==> src/rtl/prng_fill_scheduler_if.sv <==
// Requester, response and engine signals of the PRNG fill scheduler.
// The scheduler uses the slave side and the requesters/engine use the master side.
`timescale 1ns/1ps
interface prng_fill_scheduler_if #(
  parameter int ADDR_W = 10,
  parameter int DATA_W = 32
);
  logic              req0_valid;
  logic              req0_ready;
  logic [DATA_W-1:0] req0_seed;
  logic [DATA_W-1:0] req0_n;
  logic [ADDR_W-1:0] req0_addr;
  logic              req1_valid;
  logic              req1_ready;
  logic [DATA_W-1:0] req1_seed;
  logic [DATA_W-1:0] req1_n;
  logic [ADDR_W-1:0] req1_addr;
  logic              resp0_done;
  logic              resp1_done;
  logic              resp0_err;
  logic              resp1_err;
  logic              eng_start;
  logic [DATA_W-1:0] eng_seed;
  logic [DATA_W-1:0] eng_n;
  logic [ADDR_W-1:0] eng_addr;
  logic              eng_busy;
  logic              eng_done;
  logic              active;
  logic              grant_id;

  modport slave (
    input  req0_valid, req0_seed, req0_n, req0_addr,
    input  req1_valid, req1_seed, req1_n, req1_addr,
    input  eng_busy, eng_done,
    output req0_ready, req1_ready,
    output resp0_done, resp1_done, resp0_err, resp1_err,
    output eng_start, eng_seed, eng_n, eng_addr,
    output active, grant_id
  );

  modport master (
    output req0_valid, req0_seed, req0_n, req0_addr,
    output req1_valid, req1_seed, req1_n, req1_addr,
    output eng_busy, eng_done,
    input  req0_ready, req1_ready,
    input  resp0_done, resp1_done, resp0_err, resp1_err,
    input  eng_start, eng_seed, eng_n, eng_addr,
    input  active, grant_id
  );
endinterface

==> src/rtl/prng_fill_scheduler.sv <==
// Round-robin scheduler that lets two requesters share one PRNG-to-BRAM fill engine,
// validating each job, launching the engine and returning a done/err pulse.
`timescale 1ns/1ps
module prng_fill_scheduler #(
  parameter int ADDR_W  = 10,
  parameter int DATA_W  = 32,
  parameter int TIMEOUT = 4096
) (
  input logic                  clk,
  input logic                  rst_n,
  prng_fill_scheduler_if.slave bus
);

  // state  | meaning
  // IDLE   | no job; pick a winner when any requester is valid
  // GRANT  | ready to the winner, payload captured
  // CHECK  | reject empty or out-of-range jobs
  // LAUNCH | one-cycle engine start pulse
  // WAIT   | wait for engine done rising edge or timeout
  // RESP   | one-cycle done/err pulse to the owner

  typedef enum logic [2:0] {
    S_IDLE,
    S_GRANT,
    S_CHECK,
    S_LAUNCH,
    S_WAIT,
    S_RESP
  } state_t;

  localparam int                CNT_W    = $clog2(TIMEOUT + 1);
  localparam logic [CNT_W-1:0]  CNT_LAST = CNT_W'(TIMEOUT - 1);
  localparam logic [DATA_W:0]   DEPTH    = (DATA_W + 1)'(1) << ADDR_W;

  state_t            state_q, state_d;
  logic              grant_q;
  logic              rr_q;
  logic              err_q, err_d;
  logic              done_q;
  logic [DATA_W-1:0] seed_q;
  logic [DATA_W-1:0] n_q;
  logic [ADDR_W-1:0] addr_q;
  logic [CNT_W-1:0]  cnt_q;

  logic              any_valid;
  logic              winner;
  logic              done_rise;
  logic              over_end;
  logic [DATA_W:0]   end_addr;

  assign any_valid = bus.req0_valid | bus.req1_valid;
  assign winner    = (bus.req0_valid & bus.req1_valid) ? rr_q : bus.req1_valid;
  assign done_rise = bus.eng_done & ~done_q;

  // One extra bit so a huge count cannot wrap back into range.
  assign end_addr  = (DATA_W + 1)'(addr_q) + {1'b0, n_q};
  assign over_end  = end_addr > DEPTH;

  always_ff @(posedge clk or negedge rst_n) begin
    if (!rst_n) begin
      state_q <= S_IDLE;
    end else begin
      state_q <= state_d;
    end
  end

  always_comb begin
    state_d = state_q;
    err_d   = err_q;
    unique case (state_q)
      S_IDLE: begin
        if (any_valid) state_d = S_GRANT;
      end
      S_GRANT: begin
        state_d = S_CHECK;
      end
      S_CHECK: begin
        if (n_q == '0) begin
          state_d = S_RESP;
          err_d   = 1'b0;
        end else if (over_end) begin
          state_d = S_RESP;
          err_d   = 1'b1;
        end else begin
          state_d = S_LAUNCH;
        end
      end
      S_LAUNCH: begin
        state_d = S_WAIT;
      end
      S_WAIT: begin
        // A completion edge in the last cycle still counts as done.
        if (done_rise) begin
          state_d = S_RESP;
          err_d   = 1'b0;
        end else if (cnt_q == CNT_LAST) begin
          state_d = S_RESP;
          err_d   = 1'b1;
        end
      end
      S_RESP: begin
        state_d = S_IDLE;
      end
      default: begin
        state_d = S_IDLE;
      end
    endcase
  end

  always_ff @(posedge clk or negedge rst_n) begin
    if (!rst_n) begin
      grant_q <= 1'b0;
      rr_q    <= 1'b0;
      err_q   <= 1'b0;
      done_q  <= 1'b0;
      seed_q  <= '0;
      n_q     <= '0;
      addr_q  <= '0;
      cnt_q   <= '0;
    end else begin
      done_q <= bus.eng_done;
      err_q  <= err_d;
      if (state_q == S_IDLE && any_valid) begin
        grant_q <= winner;
      end
      if (state_q == S_GRANT) begin
        rr_q   <= ~grant_q;
        seed_q <= grant_q ? bus.req1_seed : bus.req0_seed;
        n_q    <= grant_q ? bus.req1_n    : bus.req0_n;
        addr_q <= grant_q ? bus.req1_addr : bus.req0_addr;
      end
      if (state_q == S_LAUNCH) begin
        cnt_q <= '0;
      end else if (state_q == S_WAIT) begin
        cnt_q <= cnt_q + CNT_W'(1);
      end
    end
  end

  assign bus.req0_ready = (state_q == S_GRANT) & ~grant_q;
  assign bus.req1_ready = (state_q == S_GRANT) &  grant_q;
  assign bus.resp0_done = (state_q == S_RESP) & ~grant_q & ~err_q;
  assign bus.resp1_done = (state_q == S_RESP) &  grant_q & ~err_q;
  assign bus.resp0_err  = (state_q == S_RESP) & ~grant_q &  err_q;
  assign bus.resp1_err  = (state_q == S_RESP) &  grant_q &  err_q;
  assign bus.eng_start  = (state_q == S_LAUNCH);
  assign bus.eng_seed   = seed_q;
  assign bus.eng_n      = n_q;
  assign bus.eng_addr   = addr_q;
  assign bus.active     = (state_q != S_IDLE);
  assign bus.grant_id   = grant_q;

endmodule

==> src/flat_wrapper.sv <==
// flat-port wrapper written by rule: the top's interface ports become plain ports
module prng_fill_scheduler_flat 
#(
  parameter int ADDR_W  = 10,
  parameter int DATA_W  = 32,
  parameter int TIMEOUT = 4096
)
  (clk, rst_n, bus_req0_valid, bus_req0_seed, bus_req0_n, bus_req0_addr, bus_req1_valid, bus_req1_seed, bus_req1_n, bus_req1_addr, bus_eng_busy, bus_eng_done, bus_req0_ready, bus_req1_ready, bus_resp0_done, bus_resp1_done, bus_resp0_err, bus_resp1_err, bus_eng_start, bus_eng_seed, bus_eng_n, bus_eng_addr, bus_active, bus_grant_id);
  prng_fill_scheduler_if #(.ADDR_W(ADDR_W), .DATA_W(DATA_W)) bus_i ();
  input logic clk;
  input logic rst_n;
  input wire logic [$bits(bus_i.req0_valid)-1:0] bus_req0_valid;
  input wire logic [$bits(bus_i.req0_seed)-1:0] bus_req0_seed;
  input wire logic [$bits(bus_i.req0_n)-1:0] bus_req0_n;
  input wire logic [$bits(bus_i.req0_addr)-1:0] bus_req0_addr;
  input wire logic [$bits(bus_i.req1_valid)-1:0] bus_req1_valid;
  input wire logic [$bits(bus_i.req1_seed)-1:0] bus_req1_seed;
  input wire logic [$bits(bus_i.req1_n)-1:0] bus_req1_n;
  input wire logic [$bits(bus_i.req1_addr)-1:0] bus_req1_addr;
  input wire logic [$bits(bus_i.eng_busy)-1:0] bus_eng_busy;
  input wire logic [$bits(bus_i.eng_done)-1:0] bus_eng_done;
  output wire logic [$bits(bus_i.req0_ready)-1:0] bus_req0_ready;
  output wire logic [$bits(bus_i.req1_ready)-1:0] bus_req1_ready;
  output wire logic [$bits(bus_i.resp0_done)-1:0] bus_resp0_done;
  output wire logic [$bits(bus_i.resp1_done)-1:0] bus_resp1_done;
  output wire logic [$bits(bus_i.resp0_err)-1:0] bus_resp0_err;
  output wire logic [$bits(bus_i.resp1_err)-1:0] bus_resp1_err;
  output wire logic [$bits(bus_i.eng_start)-1:0] bus_eng_start;
  output wire logic [$bits(bus_i.eng_seed)-1:0] bus_eng_seed;
  output wire logic [$bits(bus_i.eng_n)-1:0] bus_eng_n;
  output wire logic [$bits(bus_i.eng_addr)-1:0] bus_eng_addr;
  output wire logic [$bits(bus_i.active)-1:0] bus_active;
  output wire logic [$bits(bus_i.grant_id)-1:0] bus_grant_id;
  assign bus_i.req0_valid = bus_req0_valid;
  assign bus_i.req0_seed = bus_req0_seed;
  assign bus_i.req0_n = bus_req0_n;
  assign bus_i.req0_addr = bus_req0_addr;
  assign bus_i.req1_valid = bus_req1_valid;
  assign bus_i.req1_seed = bus_req1_seed;
  assign bus_i.req1_n = bus_req1_n;
  assign bus_i.req1_addr = bus_req1_addr;
  assign bus_i.eng_busy = bus_eng_busy;
  assign bus_i.eng_done = bus_eng_done;
  assign bus_req0_ready = bus_i.req0_ready;
  assign bus_req1_ready = bus_i.req1_ready;
  assign bus_resp0_done = bus_i.resp0_done;
  assign bus_resp1_done = bus_i.resp1_done;
  assign bus_resp0_err = bus_i.resp0_err;
  assign bus_resp1_err = bus_i.resp1_err;
  assign bus_eng_start = bus_i.eng_start;
  assign bus_eng_seed = bus_i.eng_seed;
  assign bus_eng_n = bus_i.eng_n;
  assign bus_eng_addr = bus_i.eng_addr;
  assign bus_active = bus_i.active;
  assign bus_grant_id = bus_i.grant_id;
  prng_fill_scheduler #(.ADDR_W(ADDR_W), .DATA_W(DATA_W), .TIMEOUT(TIMEOUT)) u_core (.clk(clk), .rst_n(rst_n), .bus(bus_i));
endmodule
==> config.mk <==
export PLATFORM = sky130hd
export DESIGN_NAME = prng_fill_scheduler_flat
export DESIGN_NICKNAME = d
export VERILOG_FILES = /design/src/rtl/prng_fill_scheduler_if.sv /design/src/rtl/prng_fill_scheduler.sv /design/src/flat_wrapper.sv
export SDC_FILE = /design/constraint.sdc
export NUM_CORES = 1
export LEC_CHECK = 0
export CORE_ASPECT_RATIO = 0.75
export CORE_MARGIN = 1
export CORE_UTILIZATION = 47
export DETAILED_ROUTE_END_ITERATION = 8
export PLACE_DENSITY = 0.87
export SYNTH_ARGS = -nofsm -noshare
export SYNTH_HDL_FRONTEND = slang
export SYNTH_SLANG_ARGS = --single-unit
==> constraint.sdc <==
create_clock -name clk -period 8.1 [get_ports clk]
set_clock_uncertainty 0.05 [all_clocks]
set_input_delay 0.81 -clock clk [delete_from_list [all_inputs] [get_ports clk]]
set_output_delay 0.81 -clock clk [all_outputs]
set_load 0.02 [all_outputs]
==> results of run 1 <==
## registers in the layout, summed over array words and instances (netlist names), 3 cells and up
signal and count:
u_core.bus.eng_seed 32, u_core.bus.eng_n 32, u_core.state_q 3, u_core.cnt_q 13, u_core.bus.eng_addr 10
## kinds of logic (layout without fill, tap and decap cells)
group,Yosys count,count (layout),share of synthesized area
compound gates,158,158,0.175
buf+inv,49,264,0.0407
mux,79,79,0.141
simple gates,213,213,0.184
xor+xnor,7,7,0.0110
flops,94,94,0.420
fa+ha+maj,12,12,0.0282
## stage by stage
step,utilization,instance area (um^2)
2_1_floorplan,-,5600
3_3_place_gp,0.688,7990
3_5_place_dp,0.688,7990
4_1_cts,0.718,8340
5_1_grt,0.718,8340
6_report,0.718,8340
## power by group
part / internal (mW) / switching [mW]
clock network: 0.306 / 0.190
logic: 0.903 / 1.07
registers: 0.677 / 0.316
total: 1.89 / 1.57
## cells in the mapped netlist, types with 3 or more instances
cell type,n,area [um^2]
xnor2_1,5,43.8
o21a_1,3,22.5
o31ai_1,4,30.0
a31oi_1,5,31.3
mux2i_1,78,781
nand3_1,17,85.1
and2_1,3,18.8
and3_1,7,43.8
buf_2,3,15.0
o22ai_1,4,25.0
nor2_1,103,387
a21oi_1,89,445
ha_1,11,138
nand4_1,15,93.8
o21ai_0,20,100
nand3b_1,3,22.5
o211ai_1,3,22.5
o2111ai_1,3,26.3
nand2_1,27,101
dfrtp_1,94,2350
clkbuf_1,27,101
inv_1,10,37.5
a21o_1,4,30.0
buf_6,4,45.0
nor4_1,8,50.1
nand2b_1,4,25.0
buf_1,4,15.0
nor3_1,7,35.0
## per-layer routing
metal,global-route usage,routed length [um]
met2,0.464,7850
met5,0,0
met3,0.0628,1280
met4,0.0686,202
met1,0.344,7000
## worst paths after layout
check,start,to,cells after the start
worst max-delay path,u_core.state_q[0],bus_req1_ready,3
worst min-delay path,rst_n,u_core.bus.eng_n[25],1
worst max register to register,u_core.bus.eng_n[0],u_core.err_q,10
worst min register to register,u_core.rr_q,u_core.rr_q,1
max in group asynchronous,rst_n,u_core.bus.grant_id,2
min in group clk,u_core.rr_q,u_core.rr_q,1
## final cells by class
class,count,area share
Sequential cell,94,0.282
Inverter,10,0.00450
Multi-Input combinational cell,469,0.363
Timing Repair Buffer,238,0.284
Clock buffer,10,0.0275
Tap cell,162,0.0243
Clock inverter,6,0.0143
==> out/metrics.csv, run 1 <==
metric;value;unit
Inserted Clock Buffers;9;
GRT overflow;0;
H-tree depth;3;
Setup TNS;0;ns
worst slew pin tran;1.21;ns
maximum vdd drop;0.000238;V
Wirelength per Cell;16.5;um
critical path arrival;2.80;ns
EDFF count, synth;0;
Root Driver;clkbuf_16;
CP max-delay cell;nor3b_4;
Max Root-Sink Buffers;2;
reported leakage power;3.42;nW
clock transition at the registers of the reported paths;0.07;ns
antenna violations before repair;0;
Hold Path Class;input pin to asynchronous set/reset pin;
storage element area;2360;um^2
CP Capture Type;output pin;
Worst-Skew Late Latency;0.35;ns
reg2reg setup slack;4.76;ns
unique cell type count in the Yosys netlist;66;
Post-Syn Instances;612;
fmax;273;MHz
initial core utilization;0.482;
Yosys warning total;0;
Final Hold Viols;0;
crit-path max FO;35;
Rel. slew slack;0.190;
first-pass GRT wire length;25700;um
FILL cells;847;
Die H;96.5;um
Synth Area per Inst;9.15;um^2
final setup vio count;0;
Crit Path Category;flip-flop to output pin;
largest net degree at the start of global routing;117;
commonest non-fill, non-tap cell in the layout;clkdlybuf4s50_1;
status;completed;
via count;5502;
vias in the first global route;5141;
worst path bufs/invs;1;
Final ANT Viol Nets;0;
worst hold margin;0.427;ns
critical path, cell by cell;nor3b_4 > and2_1 > clkdlybuf4s50_1;
Pre-antenna DRT Iters;5;
Post-DP HPWL;12300;um
Post-CTS Resized;0;
Place WS;4.74;ns
via/cell ratio;5.56;
share of cells above drive strength 1;0.0447;
Post-Layout Cell Count;989;
area of the multi-input gates;3020;um^2
commonest non-fill, non-tap cells in the layout;clkdlybuf4s50_1 (234), nor2_1 (103), dfrtp_1 (93);
buffers added on ports;235;
#FFs+latches synth;94;
Ant. Diodes;0;
Primary FF master, synth;dfrtp_1;
gr usage total;0.269;
RSZ-0062 raised after global routing;no;
slowest stage delay, CP;1.04;ns
crit-path leading delay family;simple AND/OR/NAND/NOR gates;
Post-CTS Setup Inserts;0;
Netlist Area Pre-Place;5600;um^2
Final Max Slew Viols;0;
sequential area share after synthesis;0.420;
setup ws final;4.44;ns
Required @ worst endpoint;7.24;ns
TritonCTS clock tree;built;
Die X;128;um
final period utilization;0.452;
CP Launch Type;flip-flop;
share of flip-flops with an asynchronous set or reset;1.00;
pwr/cell area;415;nW/um^2
clock sink count;94;
area growth from synthesis to layout;49.0;%
Placer Congestion;0.920;
hold_buf cts;0;
row count;34;
full die area;12400;um^2
Max Cap Viol;0;
# IOs;237;
Detailed Route WL;16300;um
initial drt markers;357;
# DRC;0;
Core ar.;11600;um^2
Final min period;3.66;ns
Mapped Nets;778;
Final Power;3.46;mW
Layout Nets;988;
Post-Place Cells;973;
No activity file was read; power rests on OpenSTA's default activity.
==> run 2: changes to the inputs <==
--- a/config.mk
+++ b/config.mk
@@ -7,9 +7,9 @@
 export LEC_CHECK = 0
 export CORE_ASPECT_RATIO = 0.75
 export CORE_MARGIN = 1
-export CORE_UTILIZATION = 47
+export CORE_UTILIZATION = 43
 export DETAILED_ROUTE_END_ITERATION = 8
-export PLACE_DENSITY = 0.87
+export PLACE_DENSITY = 0.81
 export SYNTH_ARGS = -nofsm -noshare
 export SYNTH_HDL_FRONTEND = slang
 export SYNTH_SLANG_ARGS = --single-unit
==> constraint.sdc (replaced) <==
create_clock -name clk -period 3.6 [get_ports clk]
set_clock_uncertainty 0.05 [all_clocks]
set_input_delay 0.36 -clock clk [delete_from_list [all_inputs] [get_ports clk]]
set_output_delay 0.36 -clock clk [all_outputs]
set_load 0.02 [all_outputs]
==> run 2 against run 1 <==
Net effect: cell count increased by 0.71%; die area increased by 9.1%; sequential power is 120% higher; global-route usage shrank 2.1 points; first-iteration DRC count decreased by 12%; sequential cell count did not move; critical path type is now flip-flop to flip-flop; largest cell class unchanged; highest routed layer unchanged.
==> out/metrics.csv, run 2 (same netlist as run 1, synthesis figures left out) <==
metric;value;unit
CP Capture Type;flip-flop;
Inserted Clock Buffers;9;
Final ANT Viol Nets;0;
FILL cells;1015;
status;completed;
pwr/cell area;917;nW/um^2
P_int;4.07;mW
crit-path max FO;6;
Pre-antenna DRT Iters;5;
Final Hold Viols;0;
Root Driver;clkbuf_16;
Clk pwr share;0.121;
largest net degree at the start of global routing;150;
Hold Path Sink;u_core.cnt_q[12];
critical path arrival;3.46;ns
Detailed Route WL;16500;um
sw frac;0.467;
hold path cells;1;
share of cells above drive strength 1;0.0470;
clock sink count;94;
via count;5478;
initial drt markers;314;
antenna violations before repair;0;
hold path start;u_core.cnt_q[12];
row count;35;
Final Power;7.63;mW
Rel. slew slack;0.540;
TritonCTS clock tree;built;
Max Cap Viol;0;
vias in the first global route;5318;
reg2reg setup slack;0.30;ns
# IOs;237;
via/cell ratio;5.50;
worst slew pin tran;0.691;ns
Max Root-Sink Buffers;2;
GRT overflow;0;
first-pass GRT wire length;26500;um
initial core utilization;0.449;
Wirelength per Cell;16.5;um
Logic pwr share;0.587;
fmax;303;MHz
Required @ worst endpoint;3.76;ns
Crit Path Category;flip-flop to flip-flop;
worst reg2reg path depth;10;
buffers added on ports;235;
worst r2r src;u_core.bus.eng_n[0];
Hold Path Class;flip-flop to flip-flop;
Post-DP HPWL;12600;um
Post-CTS Setup Inserts;0;
final setup vio count;0;
area growth from synthesis to layout;48.6;%
final period utilization;0.916;
Setup TNS;0;ns
H-tree depth;3;
# DRC;0;
Place WS;0.352;ns
Layout Nets;991;
setup ws final;0.304;ns
CP Launch Type;flip-flop;
RSZ-0062 raised after global routing;no;
RR Endpoint;u_core.err_q;
reported leakage power;3.41;nW
Ant. Diodes;0;
Worst-Skew Late Latency;0.35;ns
P_sw;3.56;mW
Final Max Slew Viols;0;
Final min period;3.30;ns
Placer Congestion;0.932;
Die X;134;um
Seq pwr share;0.292;
commonest non-fill, non-tap cell in the layout;clkdlybuf4s50_1;
full die area;13500;um^2
clock transition at the registers of the reported paths;0.07;ns
Die H;101;um
worst hold margin;0.440;ns
gr usage total;0.248;
maximum vdd drop;0.000451;V
commonest non-fill, non-tap cells in the layout;clkdlybuf4s50_1 (234), nor2_1 (103), dfrtp_1 (93);
Core ar.;12500;um^2
[run 2: worst max path at each step]
stage / start / slack (ns) / depth (start not counted) / endpoint
global route: u_core.bus.eng_addr[0] / 0.16 / 10 / u_core.err_q
finish: u_core.bus.eng_n[0] / 0.30 / 10 / u_core.err_q
detailed placement: u_core.bus.eng_addr[0] / 0.35 / 10 / u_core.err_q
floorplan: u_core.bus.eng_addr[0] / 0.60 / 9 / u_core.err_q
CTS: u_core.bus.eng_addr[0] / 0.34 / 10 / u_core.err_q
global placement: u_core.bus.eng_addr[0] / 0.44 / 10 / u_core.err_q
[run 2: routing by layer]
layer	GRT usage	wire (um)	vias to the layer above
met2	0.406	7670	218
li1	-	-	2653
met3	0.0588	1200	21
met4	0.0594	203	0
met5	0	0	-
met1	0.334	7400	2586
[run 2: layout make-up]
class,count,area (um^2),area share
Clock buffer,11,243,0.0292
Clock inverter,5,41.3,0.00496
Inverter,10,37.5,0.00451
Multi-Input combinational cell,469,3020,0.364
Sequential cell,94,2360,0.283
Tap cell,166,208,0.0250
Timing Repair Buffer,241,2410,0.290
[run 2: power by group through the flow]
| stage | registers (mW) | clock network [mW] | logic (mW) |
|---|---|---|---|
| after floorplan | 2.38 | 0 | 2.64 |
| after global placement | 2.20 | 0 | 4.35 |
| after detailed placement | 2.24 | 0 | 4.45 |
| after CTS | 2.22 | 0.949 | 4.48 |
| after global routing | 2.31 | 0.997 | 4.85 |
| final | 2.22 | 0.926 | 4.48 |
[run 2: critical path: stages, from the launching register on]
cell and delay [ns]:
dfrtp_1 0.42, ha_1 0.23, fa_1 0.41, a21o_2 0.26
a221oi_4 0.39, o22ai_1 0.24, a211oi_1 0.28, o22ai_1 0.15
a211o_1 0.28, nor4b_4 0.34, a31oi_1 0.13
[run 2: stage by stage]
| step | instances | utilization | instance area [um^2] |
|---|---|---|---|
| 6_report | 996 | 0.667 | 8320 |
| 5_1_grt | 996 | 0.667 | 8320 |
| 4_1_cts | 996 | 0.667 | 8320 |
| 3_5_place_dp | 979 | 0.643 | 8030 |
| 3_3_place_gp | 979 | 0.643 | 8030 |
| 2_1_floorplan | 612 | - | 5600 |
[run 2: timing repair]
item / 4_1_cts / 5_1_grt
resized for setup: 0 / 0
hold buffers: 1 / 0
endpoints found under the hold margin: 39 / 0
==> run 3: changes to the inputs <==
--- a/config.mk
+++ b/config.mk
@@ -9,7 +9,7 @@
 export CORE_MARGIN = 1
 export CORE_UTILIZATION = 43
 export DETAILED_ROUTE_END_ITERATION = 8
-export PLACE_DENSITY = 0.81
+export PLACE_DENSITY = 0.85
 export SYNTH_ARGS = -nofsm -noshare
 export SYNTH_HDL_FRONTEND = slang
 export SYNTH_SLANG_ARGS = --single-unit
==> run 3 against run 2 <==
Net effect: count of clock-buffer cells in the layout unchanged; sequential cell count is the same; sequential power is essentially flat; first-iteration DRC count shrank 16%; combinational power about the same; design area is essentially flat; global-route usage up 0.92 points; worst hold slack worse by 0.00092 ns; clock power increased by 2.9%; utilization increased by 0.060 points.
==> out/metrics.csv, run 3 (same netlist as run 1, synthesis figures left out) <==
metric;value;unit
status;completed;
crit-path leading delay family;compound AO/OA/AOI/OAI gates;
Worst-Skew Late Latency;0.34;ns
# IOs;237;
storage element area;2360;um^2
worst slew pin tran;0.674;ns
Post-Layout Cell Count;996;
Post-CTS Setup Inserts;0;
Detailed Route WL;17100;um
buffers added on ports;235;
CP max-delay cell;fa_1;
antenna violations before repair;0;
Root Driver;clkbuf_16;
Inserted Clock Buffers;9;
CP Launch Type;flip-flop;
reported leakage power;3.40;nW
Die H;101;um
Core ar.;12500;um^2
Required @ worst endpoint;3.75;ns
Max Cap Viol;0;
Post-DP HPWL;13100;um
# DRC;0;
setup ws final;0.307;ns
Hold Path Class;input pin to asynchronous set/reset pin;
placed instance area;8030;um^2
Final Hold Viols;0;
Die X;134;um
fmax;304;MHz
Pre-antenna DRT Iters;5;
area of the multi-input gates;3020;um^2
Layout Nets;991;
FILL cells;976;
commonest non-fill, non-tap cells in the layout;clkdlybuf4s50_1 (234), nor2_1 (103), dfrtp_1 (93);
first-pass GRT wire length;27400;um
Final ANT Viol Nets;0;
pwr/cell area;922;nW/um^2
H-tree depth;3;
most used cell, CP;o22ai_1;
via/cell ratio;5.55;
worst path bufs/invs;0;
Rel. slew slack;0.551;
final instance area;8330;um^2
Placer Congestion;0.921;
clock transition at the registers of the reported paths;0.07;ns
row count;35;
Post-Place Cells;979;
final period utilization;0.915;
GRT overflow;0;
TritonCTS clock tree;built;
via count;5525;
share of cells above drive strength 1;0.0458;
vias in the first global route;5569;
Final Max Slew Viols;0;
gr usage total;0.258;
slowest stage delay, CP;0.41;ns
area growth from synthesis to layout;48.7;%
final setup vio count;0;
Final min period;3.29;ns
RSZ-0062 raised after global routing;no;
full die area;13500;um^2
maximum vdd drop;0.000692;V
initial core utilization;0.449;
critical path arrival;3.45;ns
initial drt markers;263;
Place WS;0.330;ns
Setup TNS;0;ns
worst hold margin;0.439;ns
Final Power;7.68;mW
crit-path max FO;6;
Wirelength per Cell;17.2;um
critical path, cell by cell;ha_1 > fa_1 > a21o_2 > a221oi_4 > o22ai_1 > a211oi_1 > o22ai_1 > a211o_1 > nor4b_4 > a31oi_1;
Max Root-Sink Buffers;2;
Ant. Diodes;0;
Final Core Density;0.667;
clock sink count;94;
commonest non-fill, non-tap cell in the layout;clkdlybuf4s50_1;
Crit Path Category;flip-flop to flip-flop;
CP Capture Type;flip-flop;
largest net degree at the start of global routing;150;
run 3: power breakdown:
group          leakage, nW  total, mW  switching, mW  internal [mW]
registers             1.07       2.24          0.714           1.52
logic                 2.20       4.49           2.44           2.05
clock network        0.136      0.953          0.412          0.541
total                 3.40       7.68           3.57           4.11
run 3: what timing repair did:
item,4_1_cts,5_1_grt
hold buffers,1,0
resized for setup,0,0
hold endpoints to repair,25,0
run 3: worst register-to-register path, delay by kind of cell (launching register included):
kind                     cells  cell delay, ns
AND/OR/NAND/NOR              1            0.34
flip-flops                   1            0.40
adder cells (fa/ha/maj)      2            0.66
AO/OA/AOI/OAI                7            1.73
run 3: metal layers:
layer	routed length [um]	track usage
met5	0	0
met4	236	0.0647
met3	1440	0.0669
met2	8260	0.445
met1	7160	0.321
run 3: final timing paths:
check,slack [ns],start,cells after the start,endpoint
min in group clk,0.44,u_core.cnt_q[12],1,u_core.cnt_q[12]
max in group asynchronous,2.24,rst_n,3,u_core.bus.grant_id
worst min-delay path,0.44,rst_n,2,u_core.bus.eng_n[19]
worst max register to register,0.31,u_core.bus.eng_addr[0],10,u_core.err_q
worst min register to register,0.44,u_core.cnt_q[12],1,u_core.cnt_q[12]
worst max-delay path,0.31,u_core.bus.eng_addr[0],10,u_core.err_q
run 3: cell type report:
type	instances	share of cell area
Clock inverter	5	0.00706
Sequential cell	94	0.283
Multi-Input combinational cell	469	0.363
Tap cell	166	0.0249
Inverter	10	0.00451
Timing Repair Buffer	241	0.289
Clock buffer	11	0.0279
